===== config.mk =====
export PLATFORM = sky130hd
export DESIGN_NAME = ov7670_init_seq
export DESIGN_NICKNAME = d
export VERILOG_FILES = /design/src/rtl/ov7670_init_seq.sv
export SDC_FILE = /design/constraint.sdc
export NUM_CORES = 1
export LEC_CHECK = 0
export BUFFER_PORTS_ARGS = -buffer_cell sky130_fd_sc_hd__clkbuf_2
export CAP_MARGIN = 20
export CELL_PAD_IN_SITES_DETAIL_PLACEMENT = 1
export CELL_PAD_IN_SITES_GLOBAL_PLACEMENT = 2
export CORE_ASPECT_RATIO = 0.9
export CORE_MARGIN = 10
export CORE_UTILIZATION = 37
export DETAILED_ROUTE_END_ITERATION = 8
export GPL_ROUTABILITY_DRIVEN = 0
export GPL_TIMING_DRIVEN = 0
export PLACE_DENSITY = 0.91
export SYNTH_ARGS = -nofsm -noshare
export SYNTH_HDL_FRONTEND = slang
export SYNTH_SLANG_ARGS = --single-unit

===== constraint.sdc =====
create_clock -name sysclk -period 3.9 [get_ports sysclk]
set_input_delay 0.78 -clock sysclk [delete_from_list [all_inputs] [get_ports sysclk]]
set_output_delay 0.78 -clock sysclk [all_outputs]
set_load 0.01 [all_outputs]

===== src/rtl/ov7670_init_seq.sv =====
// rtl/ov7670_init_seq.sv - OV7670 register-table initialisation sequencer driving an SCCB write master
//
// Walks a register table held in a synchronous ROM and issues one SCCB write
// per entry. The table can embed delay markers and ends with an end marker.
//
// Ports:
//   sysclk    in   clock, same domain as the SCCB master
//   n_rst     in   asynchronous active-low reset
//   start     in   single-cycle restart pulse, honoured only in DONE/ERROR
//   rom_addr  out  table read address
//   rom_data  in   {reg_addr, reg_value}, valid one cycle after rom_addr
//   req       out  single-cycle write request to the SCCB master
//   send_data out  {DEVICE_ID, reg_addr, reg_value}, held until busy falls
//   busy      in   SCCB transaction in progress
//   active    out  sequence running (not DONE and not ERROR)
//   done      out  table completed without error, held until start
//   error     out  ack timeout or missing end marker, held until start
//   err_addr  out  rom_addr of the failing entry
module ov7670_init_seq #(
  parameter logic [7:0] DEVICE_ID    = 8'h42,
  parameter int         DELAY_CYCLES = 125_000,
  parameter int         ACK_TIMEOUT  = 1024,
  parameter int         ROM_DEPTH    = 256,
  localparam int        AW           = $clog2(ROM_DEPTH)
) (
  input  logic          sysclk,
  input  logic          n_rst,
  input  logic          start,
  output logic [AW-1:0] rom_addr,
  input  logic [15:0]   rom_data,
  output logic          req,
  output logic [23:0]   send_data,
  input  logic          busy,
  output logic          active,
  output logic          done,
  output logic          error,
  output logic [AW-1:0] err_addr
);

  localparam int CMAX = (DELAY_CYCLES > ACK_TIMEOUT) ? DELAY_CYCLES : ACK_TIMEOUT;
  localparam int CW   = $clog2(CMAX) + 1;

  // The wait states leave on the cycle the counter equals DLY_LAST, so each
  // wait lasts exactly DELAY_CYCLES cycles.
  localparam logic [CW-1:0] DLY_LAST  = CW'(DELAY_CYCLES - 1);
  localparam logic [CW-1:0] ACK_LAST  = CW'(ACK_TIMEOUT);
  localparam logic [AW-1:0] ADDR_LAST = AW'(ROM_DEPTH - 1);

  localparam logic [15:0] END_MARK   = 16'hFFFF;
  localparam logic [15:0] DELAY_MARK = 16'hFFF0;

  typedef enum logic [3:0] {
    S_PWR_WAIT,
    S_FETCH,
    S_DECODE,
    S_ISSUE,
    S_WAIT_ACK,
    S_WAIT_DONE,
    S_DELAY,
    S_DONE,
    S_ERROR
  } state_t;

  state_t          r_state;
  logic [CW-1:0]   r_cnt;
  logic [AW-1:0]   r_rom_addr;
  logic            r_req;
  logic [23:0]     r_send_data;
  logic            r_active;
  logic            r_done;
  logic            r_error;
  logic [AW-1:0]   r_err_addr;
  logic            w_last_entry;

  assign w_last_entry = (r_rom_addr == ADDR_LAST);

  assign rom_addr  = r_rom_addr;
  assign req       = r_req;
  assign send_data = r_send_data;
  assign active    = r_active;
  assign done      = r_done;
  assign error     = r_error;
  assign err_addr  = r_err_addr;

  always_ff @(posedge sysclk or negedge n_rst) begin
    if (!n_rst) begin
      r_state     <= S_PWR_WAIT;
      r_cnt       <= '0;
      r_rom_addr  <= '0;
      r_req       <= 1'b0;
      r_send_data <= '0;
      r_active    <= 1'b1;
      r_done      <= 1'b0;
      r_error     <= 1'b0;
      r_err_addr  <= '0;
    end else begin
      r_req <= 1'b0;
      case (r_state)
        S_PWR_WAIT: begin
          if (r_cnt == DLY_LAST) begin
            r_cnt   <= '0;
            r_state <= S_FETCH;
          end else begin
            r_cnt <= r_cnt + CW'(1);
          end
        end
        S_FETCH: r_state <= S_DECODE;
        S_DECODE: begin
          if (rom_data == END_MARK) begin
            r_state  <= S_DONE;
            r_done   <= 1'b1;
            r_active <= 1'b0;
          end else if (rom_data == DELAY_MARK) begin
            r_cnt   <= '0;
            r_state <= S_DELAY;
          end else begin
            r_send_data <= {DEVICE_ID, rom_data};
            r_state     <= S_ISSUE;
          end
        end
        // A master still busy from elsewhere stalls here without timing out.
        S_ISSUE: begin
          if (!busy) begin
            r_req   <= 1'b1;
            r_cnt   <= '0;
            r_state <= S_WAIT_ACK;
          end
        end
        // busy is tested first so an acknowledge on the timeout cycle wins.
        S_WAIT_ACK: begin
          if (busy) begin
            r_state <= S_WAIT_DONE;
          end else if (r_cnt == ACK_LAST) begin
            r_state    <= S_ERROR;
            r_error    <= 1'b1;
            r_active   <= 1'b0;
            r_err_addr <= r_rom_addr;
          end else begin
            r_cnt <= r_cnt + CW'(1);
          end
        end
        S_WAIT_DONE, S_DELAY: begin
          if ((r_state == S_WAIT_DONE) ? !busy : (r_cnt == DLY_LAST)) begin
            r_cnt <= '0;
            // Running off the end of the table means the end marker is missing.
            if (w_last_entry) begin
              r_state    <= S_ERROR;
              r_error    <= 1'b1;
              r_active   <= 1'b0;
              r_err_addr <= r_rom_addr;
            end else begin
              r_rom_addr <= r_rom_addr + AW'(1);
              r_state    <= S_FETCH;
            end
          end else if (r_state == S_DELAY) begin
            r_cnt <= r_cnt + CW'(1);
          end
        end
        S_DONE, S_ERROR: begin
          if (start) begin
            r_rom_addr <= '0;
            r_done     <= 1'b0;
            r_error    <= 1'b0;
            r_active   <= 1'b1;
            r_state    <= S_FETCH;
          end
        end
        default: r_state <= S_PWR_WAIT;
      endcase
    end
  end

endmodule

---- Word level (Yosys, flattened, before mapping) ----
Cells that the tools add are included.
storage, ports and cells
  output and inout bits ................... 44
  flip-flop bits (word level) ............. 59
  word-level logic and storage cells ...... 104
operators by class
  add/subtract/negate cells ............... 2
  bitwise logic cells ..................... 2
  eq/ne operators ......................... 27
  mux-type cells .......................... 46
  reduce and logical (&&, ||, !) cells .... 18
operator list
  kind                   count
  $mux 18                8
  $pmux 18 s5            1
  $mux 8                 7
  $eq 16x16->1 const B   2
  $pmux 8 s2             2
  $mux 4                 7
  $pmux 4 s7             1
  $ne 2x2->1 const B     12
  $add 18x1->18 const B  1
  $eq 18x11->1 const B   1
  $eq 18x17->1 const B   1
  $eq 4x3->1 const B     4
  $mux 1                 15
  $reduce_and 7->1       2
  $reduce_and 5->1       2
  $add 8x1->8 const B    1
  $eq 4x2->1 const B     2
  $eq 8x8->1 const B     1
  $mux 3                 2
  $ne 3x3->1 const B     2
  $reduce_and 3->1       2
  $reduce_and 6->1       1
  $reduce_bool 2->1      3
  $reduce_bool 5->1      1
  other kinds (12)       14

---- Longest topological paths before layout ----
Gate-level depths: netlist of the first run.
  word-level depth ........................ 4
  gate-level depth with buffers ........... 10
  depth with buffers taken out ............ 8

---- Worst setup path after synthesis of the first run ----
Ideal clock, no wire load.
  path kind ............................... input port to flip-flop
  from .................................... in rom_data[1]
  to ...................................... reg r_cnt[11]
  setup slack ............................. 1.156 ns
  data required time ...................... 3.768 ns
  library setup time ...................... 0.132 ns
  arrival time ............................ 2.612 ns
  buffers on the path ..................... 2
  stages .................................. 8
  cells stage by stage .................... or4_1 > nor4_2 > nor2_1 > or3_1 > buf_2 > buf_2 > a2bb2oi_1 > o31ai_1
on the way
  longest elaborated chain between the ends .. 3
ends and longest elaborated chain
  element                          RTL line  text
  from (decl)                      30        input logic [15:0] rom_data,
  $eq 16x16->1 (on tied branches)  113, 109
  $ne 2x2->1 (no line)             --
  $reduce_and 7->1 (no line) *     --
  to (signal assigned)             104       r_cnt <= r_cnt + CW'(1);
  to (signal assigned)             139       r_cnt <= r_cnt + CW'(1);
  to (signal assigned)             156       r_cnt <= r_cnt + CW'(1);
  to (decl)                        65        logic [CW-1:0] r_cnt;
Mark *: on every way between the ends. The rest lies on a longest branch, timed or not.
A chain may end at the register's enable or synchronous reset.

---- Worst setup path in the final report of the first run ----
  from .................................... reg r_state[2]
  to ...................................... reg r_send_data[11] (netlist: send_data[11])
on the way
  longest elaborated chain between the ends .. 2
ends and longest elaborated chain
  element                     RTL line  text
  from (decl)                 64        state_t r_state;
  from (signal assigned)      87        r_state <= S_PWR_WAIT;
  from (signal assigned)      102       r_state <= S_FETCH;
  from (signal assigned)      107       S_FETCH: r_state <= S_DECODE;
  $eq 4x2->1                  98        case (r_state)
  $reduce_and 3->1 (no line)  --
  to (signal assigned)        117       r_send_data <= {DEVICE_ID, rom_data};
  to (decl)                   68        logic [23:0] r_send_data;
Every way passes these cells.

==> key figures, run 1 <==
Routing
  • Wirelength per Cell: 18.3 um
  • Drt via density: 5.46
  • DRC viols: 0
  • Routed Antenna Nets: 0
  • DRT iter0 DRCs: 181
  • Via count: 2,830
  • Drt first pass iters: 4
  • Total Wirelength: 9.47 mm

Clocking
  • Clock-pin slew on the worst setup and hold paths: 0.08 ns
  • # clock sinks: 59
  • Postcts setup bufs: 0
  • Post-CTS Hold Buffers: 0
  • Clk buf depth: 2
  • CTS tree: yes
  • # H-tree levels: 3
  • CTS root buf: clkbuf_8
  • Num CTS Buffers: 9
  • Clock latency on the worst-skew pair: 0.34 ns
  • Post-CTS sizing: 0

Timing
  • Post-layout minimum cycle time: 2.88 ns
  • Clock skew: 0.00780 ns
  • Final Hold Violating Endpoints: 0
  • Slew margin rel.: 0.368
  • Final setup vio count: 0
  • Crit share post-route: 0.739
  • Worst-Margin Slew: 0.935 ns
  • Final Max Slew Viols: 0
  • Top achievable clock speed: 347 MHz
  • RSZ-0062 raised after global routing: no
  • Final WS setup: 1.02 ns
  • Total negative slack: 0 ns

Final layout
  • # fillers: 1,003
  • Layout cells sized above 1: 0.301
  • Ant diodes: 0
  • Fin nets: 417
  • Area delta synth->final: 21.2%
  • Commonest non-fill, non-tap cells in the layout: dfrtp_1, clkbuf_2, nand2_1
  • Cell area after layout: 3890 um2
  • Util after Layout: 0.456
  • Commonest non-fill, non-tap cell in the layout: dfrtp_1

Worst setup path
  • Worst endpoint data arrival time: 3.10 ns
  • Critical path launch point type: register
  • Crit Path Category: reg2reg
  • Worst Path Max Fanout: 10
  • WP data required: 4.12 ns
  • Crit. End Element: register

Floorplanning
  • Die H: 108 um
  • Std-Cell Rows: 32
  • Starting density of the core: 0.377
  • Num ports: 64
  • Die ar.: 12,800 um2
  • Width of the die: 118 um
  • CORE AREA: 8530 um2

Run status
  • Status: finished clean

Yosys
  • Synth top area share: 0.452
  • Fraction of registers with async set/reset: 1.00
  • Register area share after synthesis: 0.460
  • Most area-hungry cell type in the Yosys netlist: dfrtp_1
  • Synth Flop Type: dfrtp_1
  • Number of unique standard cell types used by synthesis: 59
  • Largest cells by area after synthesis: dfrtp_1, mux2_2, nand3_1
  • Synthesized area per cell: 10.0 um2
  • Post-synthesis sequential element count: 59
  • Synth warnings: 0
  • Syn Inst Count: 321
  • Mapped cell area: 3210 um2
  • Number of flops mapped to enable cells by yosys: 0

Job
  • MaxCap Viol Count: 0

Global routing
  • Largest net degree at the start of global routing: 60
  • Antenna violations before repair: 0
  • Total track usage: 0.148
  • First-pass GRT wire length: 15.7 mm
  • Vias in the first global route: 3,075
  • Grt total ovfl: 0

Power and ir drop
  • PwrDens: 755 nW/um2
  • P_leak: 1.74 nW
  • Worst VDD drop: 0.415 mV
  • Tot Pwr: 2.94 mW

Placed design
  • IO Port Bufs: 57
  • Placed cell area: 3670 um2
  • Final HPWL DP: 6.85 mm
  • Pre-CTS WS: 0.760 ns

Hold path
  • HP Class: reg2reg
==> kinds of logic (layout without fill, tap and decap cells) <==
family | count (synthesis) | count (layout) | share of synthesized area
buf+inv | 26 | 99 | 0.0421
mux | 26 | 26 | 0.0908
other cells | 1 | 6 | 0.00117
xor+xnor | 1 | 1 | 0.00273
compound gates | 81 | 81 | 0.187
simple gates | 124 | 124 | 0.205
flops | 59 | 59 | 0.460
fa+ha+maj | 3 | 3 | 0.0117
==> layer usage <==
layer / vias up / share of wire / GRT usage
met3: 6 / 0.048 / 0.0391
li1: 1345 / - / -
met4: 0 / 0.0090 / 0.0529
met5: - / 0 / 0
met1: 1420 / 0.45 / 0.184
met2: 59 / 0.49 / 0.245
==> synth_stat cells (all sizes together), types with 2 or more instances <==
master	count
or4b	2
or2	2
and2	4
a21oi	6
nor3b	2
o211ai	3
ha	3
nand2	30
a22o	5
nand2b	4
o31ai	6
buf	12
or4	2
a2bb2oi	6
clkbuf	9
nand3	25
o41ai	3
nor2b	4
a21bo	2
dfrtp	58
and4	2
a211o	3
mux2	25
nor4	6
and3	8
o311ai	6
a21o	4
nor2	19
inv	5
o21bai	3
nand4	7
a211oi	7
nor3	4
o21ai	18
==> metrics by stage <==
stage	hold WS, ns	std cells
after floorplan	0.475	326
after global placement	0.482	502
after detailed placement	0.483	502
after CTS	0.513	518
after global routing	0.528	518
final	0.508	518
==> path summary, 6_finish.rpt <==
path | endpoint | from | slack, ns | cells past startpoint
worst max-delay path | send_data[11] | r_state[2] | 1.02 | 8
worst min-delay path | err_addr[4] | err_addr[4] | 0.51 | 1
worst max register to register | send_data[11] | r_state[2] | 1.02 | 8
worst min register to register | err_addr[4] | err_addr[4] | 0.51 | 1
max in group asynchronous | r_state[1] | n_rst | 2.81 | 1
min in group asynchronous | err_addr[4] | n_rst | 0.56 | 1
==> critical path, cell delays in order (launching register included) <==
cell	delay, ns
dfrtp_1	0.39
clkbuf_1	0.24
nor2_1	0.33
nand3_1	0.19
nor2_1	0.22
and2_1	0.16
clkbuf_1	0.35
buf_1	0.48
mux2_2	0.41
==> sequential cells by signal, summed over array words and instances (netlist names), 4 cells and up <==
signal and flops:
r_cnt 18, rom_addr 8, r_state 4, err_addr 8
send_data 17
==> layout make-up <==
type	count	area (um2)	share of cell area
buffer	21	116	0.0299
clock buffer	9	124	0.0318
clock inverter	7	100	0.0257
inverter	5	18.8	0.00482
multi-input combinational	241	1620	0.416
sequential	59	1480	0.380
tap	119	149	0.0383
timing repair buffer	57	288	0.0740
==> power by group <==
part | internal [mW] | switching [mW]
Sequential | 0.806 | 0.154
Clock | 0.365 | 0.270
Combinational | 0.579 | 0.765
Note: power is estimated with default switching activity, not from simulation.
==> run 2: changes to the inputs <==
ABC_AREA = 1   (was unset)
CORE_UTILIZATION = 28   (was 37)
PLACE_DENSITY = 0.82   (was 0.91)
clock period = 2.52 ns   (was 3.9 ns; I/O delays follow)
==> run 2 against run 1 <==
  * Sequential share of layout area down 6.7 points
  * Sequential cell count stayed put
  * Count of clock-buffer cells in the layout grew 1
  * First-iteration DRC count is 43% lower
  * Global-route usage decreased by 1.3 points
  * Critical path type unchanged
  * Largest cell class unchanged
  * Largest power group unchanged
  * Highest routed layer unchanged
==> key figures, run 2 <==
Run status
  • Status: finished clean

Yosys
  • Cell with the most instances after synthesis: nand2_1
  • Syn Inst Count: 575
  • Number of flops mapped to enable cells by yosys: 0
  • Mapped cell area: 3900 um2
  • Synth Flop Type: dfrtp_1
  • Register area share after synthesis: 0.379
  • Synth top area share: 0.372
  • Synthesized area per cell: 6.78 um2
  • Most area-hungry cell type in the Yosys netlist: dfrtp_1
  • Synth warnings: 0
  • Number of unique standard cell types used by synthesis: 41
  • Commonest cells post-synth: nand2_1, nand3_1, dfrtp_1, inv_1, nor2_1
  • Fraction of registers with async set/reset: 1.00
  • Largest cells by area after synthesis: dfrtp_1, nand2_1, nand3_1
  • Post-synthesis sequential element count: 59

Power and ir drop
  • NetSw: 2.14 mW
  • Flop pwr share: 0.289
  • Worst VDD drop: 0.356 mV
  • PwrDens: 1030 nW/um2
  • Comb power frac: 0.450
  • Clock network fraction of total power: 0.261
  • P_leak: 2.45 nW
  • Sw Ratio: 0.442
  • Internal: 2.71 mW

Routing
  • Drt via density: 4.79
  • Wirelength per Cell: 15.2 um
  • DRT iter0 DRCs: 104
  • Routed Antenna Nets: 0
  • Total Wirelength: 12.5 mm
  • DRC viols: 0
  • Via count: 3,933
  • Drt first pass iters: 4

Floorplanning
  • Starting density of the core: 0.289
  • Std-Cell Rows: 40
  • Die H: 132 um
  • Num ports: 64
  • Die ar.: 19,100 um2
  • Width of the die: 144 um
  • CORE AREA: 13,500 um2

Timing
  • Total negative slack: 0 ns
  • Clock skew: 0.00814 ns
  • Crit share post-route: 0.910
  • Final setup vio count: 0
  • Top achievable clock speed: 436 MHz
  • RSZ-0062 raised after global routing: no
  • Worst-Margin Slew: 0.847 ns
  • Final Max Slew Viols: 0
  • Slew margin rel.: 0.435
  • Final Hold Violating Endpoints: 0
  • Post-layout minimum cycle time: 2.29 ns

Final layout
  • # fillers: 1,745
  • Commonest non-fill, non-tap cell in the layout: nand2_1
  • Area delta synth->final: 21.1%
  • Commonest non-fill, non-tap cells in the layout: nand2_1, nand3_1, dfrtp_1
  • Most flops, register: r_cnt
  • Area of the multi-input gates: 2020 um2
  • Max reg flops: 18
  • Fin nets: 671
  • Cell area after layout: 4720 um2
  • Util after Layout: 0.349
  • Non-filler cells, final: 821
  • Ant diodes: 0
  • Flip-flop and latch area: 1480 um2
  • Layout cells sized above 1: 0.196

Placed design
  • Placed cell area: 4420 um2
  • IO Port Bufs: 57
  • Final HPWL DP: 9.66 mm
  • Inst Count DP: 805

Global routing
  • Largest net degree at the start of global routing: 60
  • Vias in the first global route: 4,123
  • Total track usage: 0.135
  • First-pass GRT wire length: 20.7 mm
  • Antenna violations before repair: 0
  • Grt total ovfl: 0

Job
  • MaxCap Viol Count: 0

Clocking
  • CTS tree: yes
  • CTS root buf: clkbuf_16
  • Post-CTS sizing: 0
  • Clk buf depth: 2
  • Post-CTS Hold Buffers: 0
  • Postcts setup bufs: 0
  • # H-tree levels: 3
  • Clock latency on the worst-skew pair: 0.34 ns
  • Clock-pin slew on the worst setup and hold paths: 0.06 ns
  • # clock sinks: 59
  • Num CTS Buffers: 9

Worst setup path
  • Worst Path Max Fanout: 10
  • End of the worst register-to-register path: rom_addr[0]
  • Worst Reg-to-Reg Cells: 14
  • Crit Path Category: reg2reg
  • Critical path launch point type: register
  • Critical path endpoint: rom_addr[0]
  • Reg2Reg Setup Slack: 0.23 ns
  • Worst R2R Start: r_cnt[0]
  • Crit. End Element: register
  • CP startpoint: r_cnt[0]
  • WP data required: 2.75 ns
  • Worst endpoint data arrival time: 2.53 ns

Hold path
  • HP Class: in2async
## run 2: changes by cell type after synthesis, sizes merged, moves of 7 or more
cell	change
nand3	+40
o21ai	+19
buf	+9
nor2	+39
a211oi	-7
and3	-8
nand2	+186
mux2	-25
nand4	+13
inv	+59
## run 2: power by group through the flow
stage | Sequential (mW) | Clock, mW | Combinational, mW
2_1_floorplan | 1.47 | 0 | 1.37
3_3_place_gp | 1.40 | 0 | 2.16
3_5_place_dp | 1.42 | 0 | 2.22
4_1_cts | 1.40 | 1.29 | 2.23
5_1_grt | 1.44 | 1.33 | 2.47
6_report | 1.40 | 1.27 | 2.18
## run 2: critical path: stages, from the launching register on
cell and delay, ns:
dfrtp_1 0.49, ha_1 0.33, nand2_1 0.15, inv_2 0.08, nand2_1 0.05, nor2_2 0.09, nand3_1 0.12, nand2_1 0.10
nand2_2 0.11, nand2_2 0.11, buf_6 0.15, nand3_4 0.12, buf_6 0.18, nand2_2 0.06, o21ai_2 0.05
## run 2: worst min path at each step
stage / start / to / slack (ns)
after floorplan: n_rst / done / 0.21
after global placement: done / done / 0.46
after detailed placement: done / done / 0.46
after CTS: n_rst / error / 0.33
after global routing: n_rst / rom_addr[1] / 0.37
final: n_rst / rom_addr[1] / 0.29
## run 2: cell type report
cell class                 instances  share of cell area
buffer                            25              0.0369
tap                              168              0.0445
clock buffer                      10              0.0506
inverter                          65              0.0522
sequential                        59               0.313
multi-input combinational        431               0.428
timing repair buffer              57              0.0610
clock inverter                     6              0.0138
## run 2: cells by family after synthesis
group                      synth area share
and+or+nand+nor                       0.426
buffers and inverters                 0.108
DFF                                   0.379
AOI/OAI and AO/OA                    0.0591
xor gates and xnor gates             0.0180
adders and majority gates           0.00963
other                              0.000962
## run 2: metrics by stage
step	hold WS (ns)	power (mW)	setup WS, ns
floorplan	0.208	2.84	0.701
global placement	0.463	3.56	0.294
detailed placement	0.464	3.64	0.245
CTS	0.333	4.92	0.224
global route	0.367	5.25	0.0331
finish	0.292	4.85	0.227
## run 2: per-layer routing
metal	vias to the layer above	part of all wire	track usage
met3	18	0.051	0.0425
met4	0	0.014	0.0438
met2	60	0.46	0.212
met1	1896	0.48	0.172
li1	1959	-	-
met5	-	0	0
